<file path="src/rtl/bp_mmio_arbiter_pkg.sv">
// Purpose: shared target indices, FSM state type and platform address map for the uncached MMIO path.
// Latency: n/a (types and constants only).
// Backpressure: n/a.
package bp_mmio_arbiter_pkg;

  // Device-side target slots; bit positions in dev_v_o / dev_ready_i / dev_resp_v_i
  localparam int unsigned mmio_tgt_num   = 5;
  localparam int unsigned mmio_tgt_host  = 0;
  localparam int unsigned mmio_tgt_cfg   = 1;
  localparam int unsigned mmio_tgt_clint = 2;
  localparam int unsigned mmio_tgt_cache = 3;
  localparam int unsigned mmio_tgt_dram  = 4;

  // Platform map; device bases live in the low 2GB, one 1MB window per device nibble
  localparam logic [63:0] host_dev_base_addr  = 64'h0000_0000_0010_0000;
  localparam logic [63:0] cfg_dev_base_addr   = 64'h0000_0000_0020_0000;
  localparam logic [63:0] clint_dev_base_addr = 64'h0000_0000_0030_0000;
  localparam logic [63:0] cache_dev_base_addr = 64'h0000_0000_0040_0000;
  localparam logic [63:0] dram_base_addr      = 64'h0000_0000_8000_0000;
  localparam logic [63:0] coproc_base_addr    = 64'h0000_0010_0000_0000;

  typedef enum logic [1:0] {
    e_mmio_idle,
    e_mmio_send,
    e_mmio_wait,
    e_mmio_resp
  } mmio_state_e;

endpackage

</file>
<file path="src/rtl/bp_mmio_addr_decode.sv">
// Purpose: maps a physical address to {mapped, one-hot target} for the uncached MMIO targets.
// Latency: purely combinational, zero cycles.
// Backpressure: none; no handshake on this block.
module bp_mmio_addr_decode
  import bp_mmio_arbiter_pkg::*;
#(
  parameter int paddr_width_p = 40
) (
  input  logic [paddr_width_p-1:0] paddr_i,
  output logic                     mapped_o,
  output logic [mmio_tgt_num-1:0]  tgt_o
);

  logic [63:0] addr_ext;
  assign addr_ext = {{(64-paddr_width_p){1'b0}}, paddr_i};

  // DRAM window first, then the device nibble in the low 16MB; anything else stays unmapped
  always_comb begin
    tgt_o = '0;
    if (addr_ext >= dram_base_addr && addr_ext < coproc_base_addr) begin
      tgt_o[mmio_tgt_dram] = 1'b1;
    end else if (addr_ext[63:24] == '0) begin
      case (addr_ext[23:20])
        host_dev_base_addr[23:20]:  tgt_o[mmio_tgt_host]  = 1'b1;
        cfg_dev_base_addr[23:20]:   tgt_o[mmio_tgt_cfg]   = 1'b1;
        clint_dev_base_addr[23:20]: tgt_o[mmio_tgt_clint] = 1'b1;
        cache_dev_base_addr[23:20]: tgt_o[mmio_tgt_cache] = 1'b1;
        default:                    tgt_o = '0;
      endcase
    end
  end

  assign mapped_o = |tgt_o;

endmodule

</file>
<file path="src/rtl/bp_mmio_arbiter.sv">
// Purpose: round-robin share of the uncached MMIO path, one transaction in flight, with decode and timeout.
// Latency: mapped accept c0, dev_v_o c1, resp_v_o c3 at best; unmapped resp_v_o c1.
// Backpressure: req_ready_o only in IDLE; dev_v_o held until dev_ready_i or timeout; resp_v_o held until resp_ready_i.
module bp_mmio_arbiter
  import bp_mmio_arbiter_pkg::*;
#(
  parameter int num_req_p     = 2,
  parameter int paddr_width_p = 40,
  parameter int data_width_p  = 64,
  parameter int timeout_p     = 1024
) (
  input  logic                                clk_i,
  input  logic                                reset_n_i,
  input  logic [num_req_p-1:0]                req_v_i,
  output logic [num_req_p-1:0]                req_ready_o,
  input  logic [num_req_p*paddr_width_p-1:0]  req_addr_i,
  input  logic [num_req_p-1:0]                req_we_i,
  input  logic [num_req_p*2-1:0]              req_size_i,
  input  logic [num_req_p*data_width_p-1:0]   req_data_i,
  output logic [mmio_tgt_num-1:0]             dev_v_o,
  input  logic [mmio_tgt_num-1:0]             dev_ready_i,
  output logic [paddr_width_p-1:0]            dev_addr_o,
  output logic                                dev_we_o,
  output logic [1:0]                          dev_size_o,
  output logic [data_width_p-1:0]             dev_data_o,
  input  logic [mmio_tgt_num-1:0]             dev_resp_v_i,
  input  logic [mmio_tgt_num*data_width_p-1:0] dev_resp_data_i,
  output logic [num_req_p-1:0]                resp_v_o,
  output logic [data_width_p-1:0]             resp_data_o,
  output logic                                resp_err_o,
  input  logic [num_req_p-1:0]                resp_ready_i
);

  localparam int gw = (num_req_p > 1) ? $clog2(num_req_p) : 1;
  localparam int cw = $clog2(timeout_p) + 1;

  mmio_state_e             state;
  logic [gw-1:0]           last_grant;
  logic [gw-1:0]           grant_r;
  logic [mmio_tgt_num-1:0] tgt_r;
  logic [cw-1:0]           cnt;

  logic                     found;
  logic [gw-1:0]            gidx;
  logic [num_req_p-1:0]     gidx_oh;
  logic [num_req_p-1:0]     grant_oh;
  logic [paddr_width_p-1:0] sel_addr;
  logic                     dec_mapped;
  logic [mmio_tgt_num-1:0]  dec_tgt;
  logic [data_width_p-1:0]  resp_sel_data;
  logic                     timeout_hit;
  logic                     dev_hs;
  logic                     resp_hit;

  // Round-robin: first requester at or above last_grant+1, wrapping
  always_comb begin
    found = 1'b0;
    gidx  = last_grant;
    for (int i = 1; i <= num_req_p; i++) begin
      int j;
      j = int'(last_grant) + i;
      if (j >= num_req_p) j = j - num_req_p;
      if (!found && req_v_i[j]) begin
        found = 1'b1;
        gidx  = gw'(j);
      end
    end
  end

  // One-hot forms of the candidate grant and the latched grant
  always_comb begin
    gidx_oh           = '0;
    gidx_oh[gidx]     = 1'b1;
    grant_oh          = '0;
    grant_oh[grant_r] = 1'b1;
  end

  // Accept is the only combinational output; held low while reset is asserted
  always_comb begin
    req_ready_o = '0;
    if (reset_n_i && state == e_mmio_idle && found) req_ready_o = gidx_oh;
  end

  assign sel_addr = req_addr_i[gidx*paddr_width_p +: paddr_width_p];

  bp_mmio_addr_decode #(
    .paddr_width_p(paddr_width_p)
  ) u_decode (
    .paddr_i (sel_addr),
    .mapped_o(dec_mapped),
    .tgt_o   (dec_tgt)
  );

  // Pick the response data lane of the selected target
  always_comb begin
    resp_sel_data = '0;
    for (int t = 0; t < mmio_tgt_num; t++) begin
      if (tgt_r[t]) resp_sel_data = dev_resp_data_i[t*data_width_p +: data_width_p];
    end
  end

  assign timeout_hit = (cnt == cw'(timeout_p - 1));
  assign dev_hs      = |(dev_v_o & dev_ready_i);
  assign resp_hit    = |(tgt_r & dev_resp_v_i);

  // Transaction FSM; all device/response outputs are registered here
  always_ff @(posedge clk_i or negedge reset_n_i) begin
    if (!reset_n_i) begin
      state       <= e_mmio_idle;
      last_grant  <= gw'(num_req_p - 1);
      grant_r     <= '0;
      tgt_r       <= '0;
      cnt         <= '0;
      dev_v_o     <= '0;
      dev_addr_o  <= '0;
      dev_we_o    <= 1'b0;
      dev_size_o  <= '0;
      dev_data_o  <= '0;
      resp_v_o    <= '0;
      resp_data_o <= '0;
      resp_err_o  <= 1'b0;
    end else begin
      case (state)
        e_mmio_idle: begin
          if (found) begin
            grant_r    <= gidx;
            tgt_r      <= dec_tgt;
            cnt        <= '0;
            dev_addr_o <= sel_addr;
            dev_we_o   <= req_we_i[gidx];
            dev_size_o <= req_size_i[gidx*2 +: 2];
            dev_data_o <= req_data_i[gidx*data_width_p +: data_width_p];
            if (dec_mapped) begin
              dev_v_o <= dec_tgt;
              state   <= e_mmio_send;
            end else begin
              resp_v_o    <= gidx_oh;
              resp_err_o  <= 1'b1;
              resp_data_o <= '0;
              state       <= e_mmio_resp;
            end
          end
        end
        e_mmio_send: begin
          cnt <= cnt + 1'b1;
          if (dev_hs) begin
            dev_v_o <= '0;
            state   <= e_mmio_wait;
          end else if (timeout_hit) begin
            dev_v_o     <= '0;
            resp_v_o    <= grant_oh;
            resp_err_o  <= 1'b1;
            resp_data_o <= '0;
            state       <= e_mmio_resp;
          end
        end
        e_mmio_wait: begin
          cnt <= cnt + 1'b1;
          if (resp_hit) begin
            resp_v_o    <= grant_oh;
            resp_err_o  <= 1'b0;
            resp_data_o <= resp_sel_data;
            state       <= e_mmio_resp;
          end else if (timeout_hit) begin
            resp_v_o    <= grant_oh;
            resp_err_o  <= 1'b1;
            resp_data_o <= '0;
            state       <= e_mmio_resp;
          end
        end
        e_mmio_resp: begin
          if (|(resp_v_o & resp_ready_i)) begin
            resp_v_o   <= '0;
            last_grant <= grant_r;
            state      <= e_mmio_idle;
          end
        end
        default: state <= e_mmio_idle;
      endcase
    end
  end

endmodule

</file>
<file path="config.mk">
export PLATFORM = sky130hd
export DESIGN_NAME = bp_mmio_arbiter
export DESIGN_NICKNAME = d
export VERILOG_FILES = /design/src/rtl/bp_mmio_arbiter_pkg.sv /design/src/rtl/bp_mmio_addr_decode.sv /design/src/rtl/bp_mmio_arbiter.sv
export SDC_FILE = /design/constraint.sdc
export NUM_CORES = 1
export LEC_CHECK = 0
export CORE_AREA = 2 2 284 286
export DETAILED_ROUTE_END_ITERATION = 16
export DIE_AREA = 0 0 286 288
export HOLD_SLACK_MARGIN = 0.03
export PLACE_DENSITY = 0.44
export SYNTH_ARGS = -nofsm -noshare
export SYNTH_HDL_FRONTEND = slang
export SYNTH_SLANG_ARGS = --single-unit
</file>
<file path="constraint.sdc">
create_clock -name clk_i -period 6.3 [get_ports clk_i]
set_input_delay 0.63 -clock clk_i [delete_from_list [all_inputs] [get_ports clk_i]]
set_output_delay 0.63 -clock clk_i [all_outputs]
set_load 0.02 [all_outputs]
</file>
## Word-level counts from Yosys, hierarchy flattened

Cells that the tools add are included.

| storage, ports and cells | value |
|---|---|
| register bits | 199 |
| input port bits | 550 |
| output and inout bits | 181 |
| word-level logic and storage cells | 136 |

| cells by class | value |
|---|---|
| add/subtract/negate cells | 5 |
| multiply operators | 1 |
| order comparisons | 10 |
| equal/unequal tests | 14 |
| shift operators | 3 |
| multiplexer cells | 63 |
| bitwise operators | 3 |
| reduce and logical (&&, ||, !) cells | 24 |

Operators by type and width:

| cell | number |
|---|---|
| $mux 64 | 10 |
| $pmux 64 s3 | 1 |
| $shiftx 128x8->64 | 1 |
| $shiftx 80x8->40 | 1 |
| $lt 32x3->1 const B | 2 |
| $mux 32 | 2 |
| $ge 40x32->1 const B | 1 |
| $logic_not 40->1 | 1 |
| $lt 40x37->1 const B | 1 |
| $mux 1 | 24 |
| $mux 2 | 12 |
| $pmux 11 s2 | 1 |
| $mux 5 | 4 |
| $pmux 2 s4 | 2 |
| $reduce_or 5->1 | 3 |
| $reduce_and 4->1 | 3 |
| $add 11x1->11 const B | 1 |
| $eq 11x10->1 const B | 1 |
| $mux 11 | 1 |
| $and 5x5->5 | 2 |
| $ne 2x2->1 const B | 5 |
| $pmux 5 s2 | 1 |
| $eq 4x2->1 const B | 2 |
| $mux 4 | 2 |
| 25 further kinds | 39 |

## Longest topological paths before layout

| depth | value |
|---|---|
| depth after elaboration | 20 |
| depth in mapped cells | 10 |
| gate-level depth less buffers | 8 |

## Modules after synthesis

A second synthesis with hierarchy kept.

| unflattened totals | value |
|---|---|
| cell total of the unflattened synthesis | 1208 |
| area total of the unflattened synthesis | 11708.7 sq um |

Modules (own cells, without submodules):

| module | times used | cells an instance | area each (sq um) | sequential area each (sq um) |
|---|---|---|---|---|
| bp_mmio_arbiter | 1 | 1187 | 11569.8 | 4981.0 |
| bp_mmio_addr_decode | 1 | 21 | 138.9 | 0.0 |

## Worst setup path after synthesis

OpenSTA, ideal clock, no wires.

| timing path | value |
|---|---|
| kind | input to output |
| start | in req_v_i[0] |
| end | out req_ready_o[0] |
| arrival time | 2.139 ns |
| data required time | 5.670 ns |
| slack | 3.531 ns |
| stages on the path | 7 |
| buffers on the path | 4 |
| path through | and2_1 -> clkbuf_1 -> or2_2 -> buf_2 -> buf_1 -> clkbuf_1 -> and3_1 |

| on the way | value |
|---|---|
| word-level cells in the longest chain between the ends | 12 |
| elaborated cells between the ends (all ways) | 19 |

Ends and longest elaborated chain:

| what | line | RTL |
|---|---|---|
| start: declaration | bp_mmio_arbiter.sv:14 | `input logic [num_req_p-1:0] req_v_i,` |
| $mux 1 (not written as such) (3 in series) | bp_mmio_arbiter.sv:63 | `if (!found && req_v_i[j]) begin` |
| $mux 1 | bp_mmio_arbiter.sv:63 |  |
| $logic_not 1->1 | bp_mmio_arbiter.sv:63 |  |
| $logic_and 1x1->1 | bp_mmio_arbiter.sv:63 |  |
| $mux 1 | bp_mmio_arbiter.sv:63 |  |
| $lt 1x2->1 (not written as such) or $ge 1x1->1 (tied branches) | bp_mmio_arbiter.sv:73 | `gidx_oh[gidx] = 1'b1;` |
| $logic_and 1x1->1 (not written as such) | bp_mmio_arbiter.sv:73 |  |
| $mux 1 (not written as such) | bp_mmio_arbiter.sv:73 |  |
| $demux 1 s1 | bp_mmio_arbiter.sv:73 |  |
| $mux 2 * | bp_mmio_arbiter.sv:81 | `if (reset_n_i && state == e_mmio_idle && found) req_ready_o = gidx_oh;` |
| end: declaration | bp_mmio_arbiter.sv:15 | `output logic [num_req_p-1:0] req_ready_o,` |

Every way passes the cells marked *; elsewhere a longest branch is shown, timed or not. The select of a mux whose other input is x is not followed.

## Final worst setup path

| timing path | value |
|---|---|
| start | reg state[1] |
| end | out req_ready_o[0] |

| on the way | value |
|---|---|
| word-level cells in the longest chain between the ends | 4 |

Ends and longest elaborated chain:

| what | line | RTL |
|---|---|---|
| start: declaration | bp_mmio_arbiter.sv:37 | `mmio_state_e state;` |
| start signal: assignment | bp_mmio_arbiter.sv:109 | `state <= e_mmio_idle;` |
| start signal: assignment | bp_mmio_arbiter.sv:135 | `state <= e_mmio_send;` |
| start signal: assignment | bp_mmio_arbiter.sv:140 | `state <= e_mmio_resp;` |
| $logic_not 2->1 | bp_mmio_arbiter.sv:81 |  |
| $logic_and 1x1->1 (2 in series) | bp_mmio_arbiter.sv:81 |  |
| $mux 2 | bp_mmio_arbiter.sv:81 |  |

No other way between the ends.

==> summary.md <==
| Metric | Value |
|---|---|
| Outcome | finished clean |
| Total GRT Usage | 0.160 |
| Worst Clk Skew | 0.0224 ns |
| Met2 GRT Util | 0.287 |
| DP Wirelength | approximately 53 mm |
| Total grt overflow | 0 |
| Yosys top cell area share | 0.431 |
| Die H | 288 um |
| Worst Max-Slew Pin Slew | approximately 1.0 ns |
| Most common cell after layout, fill and taps aside | clkdlybuf4s50_1 |
| Cells after Synth | 1397 |
| Post-Synth XOR/XNOR Area | 0.00610 |
| Post-CTS setup buffers | 0 |
| Fill count | between 8000 and 9000 |
| Clock Power Share | 0.180 |
| Max Cap Violations | 0 |
| Area leader, netlist | dfrtp_1 |
| Largest net degree at the start of global routing | 102 |
| Seq cells post-synth | around 200 |
| Final setup viols | 0 |
| 1st-iter DRT viols | around 690 |
| Clock Latency Late Sink | ~0.50 ns |
| Max VDD drop | ~0.18 mV |
| Drt pass-1 iters | 5 |
| Worst-path maximum fanout | a little under 80 |
| Wire per inst | roughly 22 um |
| Clock Root Buffer | clkbuf_16 |
| LEAKAGE | between 0.007 and 0.008 uW |
| Net Count, Synth | about 2000 |
| Die ar. | 0.0824 mm2 |
| WP data arrival | about 3.3 ns |
| Worst Setup Start Kind | register |
| Most frequent cells in the layout | clkdlybuf4s50_1 (729), nand2_1 (364), dfrtp_1 (195), nor2_1 (130), a31oi_1 (114) |
| Count of cell types in the netlist | between 60 and 70 |
| Finished Layout Cells | between 3000 and 4000 |
| Comb power frac | 0.535 |
| Synthesis Warnings | 0 |
| Final #Nets | between 2000 and 3000 |
| Mux cell area share after synthesis | 0.00370 |
| GPL Wtd Cong | 0.844 |
| Wire length of the first global-routing pass | 96.0 mm |
| Routed Antenna Nets | 0 |
| Pwr Density | 335 mW/mm2 |
| Net Sw Power | 3110 uW |
| Fin util | 0.256 |
| Synth Area in Adders | 0.00544 |
| Dpl cell area | 0.0198 mm2 |
| Slowest-stage cell, CP | o21a_4 |
| Synth Area in Simple Gates | 0.228 |
| Prevailing post-synth register cell | dfrtp_1 |
| Hold buffers post-CTS | 0 |
| Num ports | between 700 and 800 |
| Post-synthesis compound-gate area fraction | 0.272 |
| Post-synth EDFFs | 0 |
| Min Tclk post-route | slightly below 4 ns |
| Synth top area cells | dfrtp_1 (43%), nand2_1 (12%), a31oi_1 (6.2%) |
| Post-route cell area | 0.0204 mm2 |
| Peak Freq | around 0.25 GHz |
| Number of global-route vias before repair | about 14000 |
| Cell area after synthesis | 0.0115 mm2 |
| Fin crit share | 0.630 |
| Syn avg cell area | 8.22 um2 |
| Initial Utilization | 0.144 |
| Pint | roughly 3700 uW |
| Hold Path Class | primary input to async pin |
| Die Wd | approximately 290 um |
| Grt met1 use | 0.170 |
| Grt met3 use | 0.0593 |
| Layout cell share with drive strength beyond 1 | 0.0449 |
| Row count | 104 |
| Max_slew headroom | 0.316 |
| Via density | ~4.3 |
| I/O Buffers | 730 |
| Via count | 13500 |
| Fin. Hold Viols | 0 |
| Clk slew on worst S/H paths | ~0.11 ns |
| Clock H-tree levels | 4 |
| Sw Share | 0.454 |
| Asr flop ratio synth | 1.00 |
| RSZ-0062 raised after global routing | no |
| Placed cell count | roughly 3000 |
| CTS resizes | 0 |
| Final WL | about 68 mm |
| Required time of the critical path | between 5 and 6 ns |
| Critical path, cell by cell | inv_1, ha_1, o21a_4, and3_1, clkdlybuf4s50_1 |
| Global route hottest layer | met2 |
| Antenna violations before repair | 21 |
| Area grow syn2layout | 77.8% |
| Critical path type | register to output pin |
| DRC | 0 |
| Worst Setup End Kind | output pin |
| Min Hold Slack | between 0.1 and 0.15 ns |
| CTS Buffer Depth | 2 |
| Max Transition Viols Final | 0 |
| CTS buffer count | 17 |
| Core box area | ~0.080 mm2 |
| Post-synthesis sequential area ratio | 0.434 |
| Clock sinks | 199 |
| Seq pwr share | 0.284 |
| Setup tns final | 0 ns |
| Slowest stage delay, CP | 0.75 ns |
| Largest family of logic cells by synthesized area | compound AO/OA/AOI/OAI gates |
| CTS tree | yes |
==> cells by family after synthesis <==
logic type / after synthesis
DFF: 199
muxes: 4
AOI/OAI and AO/OA: 429
and+or+nand+nor: 612
buffers and inverters: 140
xor gates and xnor gates: 8
adders and majority gates: 5
==> cells in the mapped netlist (3+ instances only) <==
cell      count
a221oi_1     64
buf_6         7
o31ai_1       4
nor4_1        5
buf_1        18
inv_1         8
nor3_1        8
o311ai_0     64
a21o_1        5
o22ai_2      18
o21a_1        3
a22oi_1       3
nor2b_1      66
nand4_1       3
xor2_1        7
clkbuf_1     98
o21ai_0      74
nor2_1      131
a32o_1        5
ha_1          5
buf_2         8
nor3b_1       4
a31oi_1     114
nand2_1     365
o22ai_1      48
and3_1        4
nand3_1       7
a21oi_1       7
dfrtp_1     198
==> power groups by stage <==
| stage | combinational [uW] | sequential (uW) | clock, uW |
|---|---|---|---|
| 2_1_floorplan | 1630 | 2340 | 0 |
| 3_3_place_gp | 3730 | 1960 | 0 |
| 3_5_place_dp | 3740 | 1970 | 0 |
| 4_1_cts | 3750 | 1960 | 1300 |
| 5_1_grt | 4010 | 2010 | 1340 |
| 6_report | 3670 | 1950 | 1230 |
==> stage by stage <==
stage          setup slack (ns)  total power (uW)
2_1_floorplan              3.53              3970
3_3_place_gp               1.97              5700
3_5_place_dp               1.89              5710
4_1_cts                    2.22              7010
5_1_grt                    2.03              7350
6_report                   2.33              6850
==> state kept, by name, indices dropped and copies added (netlist names) <==
register,cells
dev_size_o,2
resp_data_o,64
dev_addr_o,40
cnt,11
resp_err_o,1
resp_v_o,2
dev_v_o,5
tgt_r,5
state,2
last_grant,1
dev_we_o,1
dev_data_o,64
grant_r,1
==> path summary, 6_finish.rpt <==
kind / startpoint / to / slack (ns) / depth (start not counted)
min in group clk_i: resp_data_o[14] / resp_data_o[14] / 0.54 / 2
worst min register to register: resp_data_o[14] / resp_data_o[14] / 0.54 / 2
worst max register to register: tgt_r[3] / resp_data_o[37] / 2.70 / 7
worst max-delay path: state[1] / req_ready_o[0] / 2.33 / 5
worst min-delay path: reset_n_i / dev_data_o[13] / 0.14 / 1
max in group asynchronous: reset_n_i / dev_addr_o[1] / 4.71 / 2
==> layer usage <==
layer  share of wire  vias up
li1                -     6355
met1            0.37     6455
met2            0.51      609
met3           0.087       73
met4           0.026       12
met5          0.0012        -
==> worst max-delay path: cells and delay by family, from the launching register on <==
| family | cells | cell delay [ns] |
|---|---|---|
| AOI/OAI and AO/OA | 1 | 0.75 |
| buffers and inverters | 2 | 0.71 |
| adders and majority gates | 1 | 0.68 |
| DFF | 1 | 0.43 |
| and+or+nand+nor | 1 | 0.27 |
==> area by class of cell <==
class | instances | area, um2 | share of cell area
timing repair buffer | 750 | 7460 | 0.365
multi-input combinational | 1058 | 5960 | 0.292
sequential | 199 | 4990 | 0.244
tap | 1060 | 1330 | 0.0649
clock buffer | 17 | 425 | 0.0208
clock inverter | 15 | 218 | 0.0107
inverter | 8 | 31.3 | 0.00153
antenna | 6 | 15.0 | 0.000735
Note: power is estimated with default switching activity, not from simulation.
